## config.mk

```make
export PLATFORM = sky130hd
export DESIGN_NAME = xgmii_tx_framer
export DESIGN_NICKNAME = d
export VERILOG_FILES = /design/src/rtl/xgmii_tx_framer.sv
export SDC_FILE = /design/constraint.sdc
export NUM_CORES = 1
export LEC_CHECK = 0
export ABC_AREA = 1
export CAP_MARGIN = 20
export CORE_MARGIN = 4
export CORE_UTILIZATION = 40
export CTS_CLUSTER_DIAMETER = 30
export DETAILED_ROUTE_END_ITERATION = 6
export PLACE_DENSITY = 0.73
export SLEW_MARGIN = 25
export SYNTH_ARGS = -nofsm -noshare
export SYNTH_HDL_FRONTEND = slang
export SYNTH_SLANG_ARGS = --single-unit
```

## constraint.sdc

```tcl
create_clock -name clk -period 2.43 [get_ports clk]
set_input_delay 0.486 -clock clk [delete_from_list [all_inputs] [get_ports clk]]
set_output_delay 0.486 -clock clk [all_outputs]
set_load 0.02 [all_outputs]
```

## src/rtl/xgmii_tx_framer.sv

```systemverilog
// XGMII transmit framer: turns a 64-bit packet stream into packed 72-bit XGMII words.
// Adds START/preamble/SFD, places TERM, enforces the inter-packet gap, and
// aborts frames with ERR on underrun.
//
// Ports:
//   clk, reset_n    : XGMII TX clock, synchronous active-low reset
//   s_data[63:0]    : packet bytes, byte k in [8k+7:8k], byte 0 goes out on lane 0
//   s_valid/s_ready : beat handshake (s_ready is high only in DATA and DROP)
//   s_endofpacket   : last beat of a frame
//   s_empty[2:0]    : unused high-order bytes on the last beat
//   xgmii_tx[71:0]  : registered packed word, lane i = {ctrl, byte} at [9i+8:9i]
//   frame_count     : frames terminated normally (wraps)
//   abort_count     : frames aborted by underrun (saturates)
module xgmii_tx_framer #(
    parameter int unsigned IPG_WORDS = 2
) (
    input  logic        clk,
    input  logic        reset_n,
    input  logic [63:0] s_data,
    input  logic        s_valid,
    output logic        s_ready,
    input  logic        s_endofpacket,
    input  logic [2:0]  s_empty,
    output logic [71:0] xgmii_tx,
    output logic [15:0] frame_count,
    output logic [15:0] abort_count
);

    localparam logic [8:0] L_IDLE  = 9'h107;
    localparam logic [8:0] L_START = 9'h1FB;
    localparam logic [8:0] L_TERM  = 9'h1FD;
    localparam logic [8:0] L_ERR   = 9'h1FE;

    localparam logic [71:0] IDLE_W  = {8{L_IDLE}};
    localparam logic [71:0] START_W = {9'h0D5, {6{9'h055}}, L_START};
    localparam logic [71:0] TERM_W  = {{7{L_IDLE}}, L_TERM};
    localparam logic [71:0] ABORT_W = {{6{L_IDLE}}, L_TERM, L_ERR};

    localparam logic [3:0] IPG_LOAD = 4'(IPG_WORDS);

    typedef enum logic [2:0] {
        ST_IDLE,
        ST_DATA,
        ST_TERM,
        ST_DROP,
        ST_IPG
    } state_t;

    state_t      state_q;
    logic [3:0]  ipg_q;
    logic [71:0] tx_q;
    logic [15:0] frame_q;
    logic [15:0] abort_q;

    logic [3:0]  n_bytes;
    logic [71:0] data_w;
    logic [71:0] last_w;

    // Full data word and short last word (data, TERM, then IDLE fill).
    always_comb begin
        n_bytes = 4'd8 - {1'b0, s_empty};
        data_w  = '0;
        last_w  = '0;
        for (int i = 0; i < 8; i++) begin
            data_w[9*i +: 9] = {1'b0, s_data[8*i +: 8]};
            if (4'(i) < n_bytes) begin
                last_w[9*i +: 9] = {1'b0, s_data[8*i +: 8]};
            end else if (4'(i) == n_bytes) begin
                last_w[9*i +: 9] = L_TERM;
            end else begin
                last_w[9*i +: 9] = L_IDLE;
            end
        end
    end

    always_ff @(posedge clk) begin
        if (!reset_n) begin
            state_q <= ST_IDLE;
            tx_q    <= IDLE_W;
            ipg_q   <= '0;
            frame_q <= '0;
            abort_q <= '0;
        end else begin
            unique case (state_q)
                ST_IDLE: begin
                    tx_q <= IDLE_W;
                    if (s_valid) begin
                        tx_q    <= START_W;
                        state_q <= ST_DATA;
                    end
                end
                ST_DATA: begin
                    if (!s_valid) begin
                        tx_q    <= ABORT_W;
                        state_q <= ST_DROP;
                        if (abort_q != 16'hFFFF) begin
                            abort_q <= abort_q + 16'd1;
                        end
                    end else if (!s_endofpacket) begin
                        tx_q <= data_w;
                    end else if (s_empty == 3'd0) begin
                        // Full last beat: TERM needs a word of its own.
                        tx_q    <= data_w;
                        state_q <= ST_TERM;
                    end else begin
                        tx_q    <= last_w;
                        state_q <= ST_IPG;
                        ipg_q   <= IPG_LOAD;
                        frame_q <= frame_q + 16'd1;
                    end
                end
                ST_TERM: begin
                    tx_q    <= TERM_W;
                    state_q <= ST_IPG;
                    ipg_q   <= IPG_LOAD;
                    frame_q <= frame_q + 16'd1;
                end
                ST_DROP: begin
                    tx_q <= IDLE_W;
                    if (s_valid && s_endofpacket) begin
                        state_q <= ST_IPG;
                        ipg_q   <= IPG_LOAD;
                    end
                end
                ST_IPG: begin
                    // Leaving on the count of 1 lets IDLE turn a waiting
                    // s_valid into START right after the last gap word.
                    tx_q <= IDLE_W;
                    if (ipg_q <= 4'd1) begin
                        state_q <= ST_IDLE;
                        ipg_q   <= '0;
                    end else begin
                        ipg_q <= ipg_q - 4'd1;
                    end
                end
                default: begin
                    tx_q    <= IDLE_W;
                    state_q <= ST_IDLE;
                end
            endcase
        end
    end

    assign s_ready     = (state_q == ST_DATA) || (state_q == ST_DROP);
    assign xgmii_tx    = tx_q;
    assign frame_count = frame_q;
    assign abort_count = abort_q;

endmodule

```

==> results.txt <==
----------------------------------------------------
[Outcome]
  Status ... finished, final reports clean

[Clock network]
  Clock-pin transition on the worst setup and hold timing paths ... 0.07 ns
  Count of instances resized after the clock tree is built ... 0
  Max Root-Sink Buffers ... 2
  CTS Hold Bufs ... 0
  Max H-tree Level ... 3
  CTS root buf ... clkbuf_16
  Clock tree from TritonCTS ... built
  Sinks on Clock Net ... 111
  Insertion delay of the later-clocked pin in the worst-skew pair ... 0.35 ns
  Total clock buffers created by CTS ... 9
  Setup Fix Bufs, Post-CTS ... 0

[Floorplan]
  Core footprint ... 12700 um2
  Number of I/O pins ... 176
  Initial Util ... 40.9%
  Number of standard-cell rows in the floorplan ... 41
  Floorplan die height ... 122 um
  Die area ... 14900 um2
  DIE WIDTH ... 122 um

[Drt]
  Detail-routed via count per cell ... 4.82
  DRC violation count after routing ... 0
  First-pass iteration count of the detailed router ... 5
  Avg WL per Cell ... 13.6 um
  DRC marker count from the first detailed-route iteration ... 291
  Vias after detailed routing ... 5339
  Remaining number of nets flagged by the antenna check after routing ... 0
  DRT Wirelength ... 15100 um

[Power]
  Portion of total power attributed to combinational logic ... 42.8%
  P_int ... 3.96 mW
  Net switching component of the power ... 2.49 mW
  Seq pwr share ... 36.0%
  Post-layout total power ... 6.46 mW
  Largest voltage drop on the vdd net ... 601 uV
  Power share of the clock group ... 21.2%
  Static Leakage ... 3.10 nW
  Net switching fraction of the power ... 38.6%
  Power density over the cells ... 851 nW/um2

[Global route]
  Number of global-route vias before repair ... 4880
  Maximum number of pins on one net before global-route repair ... 41
  First-pass GRT wire length ... 24300 um
  Combined global-route utilization of all metal layers ... 20.5%
  Grt total ovfl ... 0
  Antenna violations before repair ... 1

[Synth]
  Share of synthesized cell area in full adder, half adder and majority cells ... 2.41%
  Top cells by area in the synthesized netlist ... dfxtp_1, nand2_1, a21oi_1
  Simple-gate share of the synthesized area ... 35.4%
  Top cell type by total area after synthesis ... dfxtp_1
  Portion of netlist area occupied by mux cells ... 0%
  Largest family of logic cells by synthesized area ... simple AND/OR/NAND/NOR gates
  Synthesized netlist net count ... 809
  Synthesized area per cell ... 7.13 um2
  Mapped cell area ... 5190 um2
  FF+latch count, synth ... 111
  Number of enable-type register cells in the synthesized netlist ... 0
  Area share of the largest cell type after synthesis ... 42.8%
  Ys async rst share ... 0%
  Most frequently used flop master after synthesis ... dfxtp_1
  Gate count after technology mapping ... 728
  Compound-Gate Fraction of Synth Area ... 9.82%
  Xor and xnor area share after synthesis ... 2.53%
  Count of distinct cell types in the synthesized netlist ... 38
  Count of yosys warnings during synthesis ... 0
  Portion of the post-synthesis area used by sequential elements ... 42.8%

[Final layout]
  Commonest cells after routing, fill and taps aside ... nand2_1, clkdlybuf4s50_1, dfxtp_1
  Final-stage net count ... 1012
  Area added between synthesis and finish ... 46.2%
  Fraction of final layout cells sized beyond drive strength 1 ... 8.65%
  Summed area of non-filler cells in the final layout ... 7590 um2
  Commonest non-fill, non-tap cell in the layout ... nand2_1
  Number of fill cells ... 1165
  Filler-free cell count of the finished design ... 1108
  Antenna diode instance count ... 0

[Placed design]
  Port Buffer Count ... 175
  Cell area reported after detailed placement ... 7310 um2
  # placed instances ... 1092
  Detailed placer's ending HPWL ... 11700 um
  RD Place Congestion ... 0.956

[STA]
  Total negative slack for setup checks ... 0 ns
  Worst clock skew ... 0.0121 ns
  Final Hold Vio Count ... 0
  Final worst hold slack ... 0.483 ns
  Unrepaired setup endpoints after global routing ... false
  Share of the clock period used by the worst path ... 92.0%
  Transition time of the tightest slew-check pin ... 0.496 ns
  Peak Freq ... 447 MHz
  Slew margin rel. ... 66.6%
  Final setup violating endpoints ... 0
  Max Transition Viols Final ... 0
  Time the final worst path needs with I/O delays and setup ... 2.24 ns

[Min path]
  Class of the tightest hold or removal check ... reg2reg
  Worst Hold Depth ... 2
  Start point of the worst hold path ... ipg_q[0]$_SDFFE_PN0P_
  Hold Path Sink ... ipg_q[0]$_SDFFE_PN0P_

[Job]
  Number of maximum-capacitance violations ... 0

[Worst setup path]
  CP Capture Type ... flop
  Arrival time at the worst endpoint ... 2.51 ns
  Worst reg2reg setup slack ... 0.54 ns
  Startpoint of the lowest-slack register-to-register path ... abort_count[0]$_SDFFE_PN0P_
  Depth of the worst register-to-register path ... 8
  Worst EP required ... 2.70 ns
  Largest fanout on the critical path ... 4
  Terminus of the critical flop-to-flop path ... abort_count[13]$_SDFFE_PN0P_
  Critical path type ... in2reg
  Kind of start point of the critical path ... input port

----------------------------------------------------
sequential cells by signal (all words and copies together), names as in the netlist:
signal and count:
frame_count 16, xgmii_tx 72, abort_count 16, ipg_q 4, state_q 3
power groups by stage:
stage	Sequential (mW)	Clock, mW	Combinational [mW]
5_1_grt	2.37	1.49	3.00
3_5_place_dp	2.36	0	2.77
4_1_cts	2.32	1.42	2.77
2_1_floorplan	2.71	0	1.27
3_3_place_gp	2.36	0	2.75
6_report	2.32	1.37	2.76
cells by family (layout without fill, tap and decap cells):
group | after synthesis | count (layout)
AOI/OAI and AO/OA | 95 | 95
xor gates and xnor gates | 15 | 15
adders and majority gates | 10 | 10
buffers and inverters | 86 | 294
DFF | 111 | 111
and+or+nand+nor | 411 | 411
worst max-delay path: stages:
cell             delay (ns)
clkdlybuf4s50_1        0.47
inv_1                  0.05
ha_1                   0.19
ha_1                   0.34
buf_4                  0.14
nand2_1                0.10
nor2_1                 0.22
nand3_1                0.18
nand2_1                0.12
nand2_1                0.06
a21oi_1                0.13
routing by layer:
layer	vias up	share of wire [%]	track usage, %
met5	-	0.086	0
met1	2381	45	26.5
met2	195	45	32.9
met3	17	8.6	6.17
li1	2744	-	-
met4	2	1.5	6.30
stage by stage:
step / worst slack, ns / util (%)
after floorplan: 0.440 / -
final: 0.194 / 59.9
after global routing: 0.0455 / 59.9
after global placement: -0.0995 / 57.7
after CTS: 0.221 / 59.9
after detailed placement: -0.132 / 57.7
how the worst max path moves through the flow:
| stage | start | slack (ns) | endpoint |
|---|---|---|---|
| floorplan | s_empty[1] | 0.44 | xgmii_tx[28]$_SDFF_PN1_ |
| global placement | s_empty[0] | -0.1 | xgmii_tx[66]$_SDFF_PN0_ |
| detailed placement | s_empty[0] | -0.13 | xgmii_tx[67]$_SDFF_PN0_ |
| CTS | s_empty[0] | 0.22 | xgmii_tx[67]$_SDFF_PN0_ |
| global route | s_empty[0] | 0.05 | xgmii_tx[67]$_SDFF_PN0_ |
| finish | s_empty[0] | 0.19 | xgmii_tx[67]$_SDFF_PN0_ |
cell usage after synthesis (all sizes together) (8+ instances only):
library cell  count
nand2           249
dfxtp           111
nor2             78
a21oi            66
inv              65
nand3            49
o21ai            22
nand4            20
buf              11
ha               10
xor2              9
clkbuf            8
final cells by class:
class | count | area, um2 | area share (%)
Inverter | 67 | 253 | 3.33
Sequential cell | 111 | 2220 | 29.3
Clock buffer | 10 | 229 | 3.02
Multi-Input combinational cell | 531 | 2600 | 34.3
Clock inverter | 6 | 45.0 | 0.594
Tap cell | 172 | 215 | 2.84
Timing Repair Buffer | 211 | 2020 | 26.7
(Power assumes the default switching activity.)
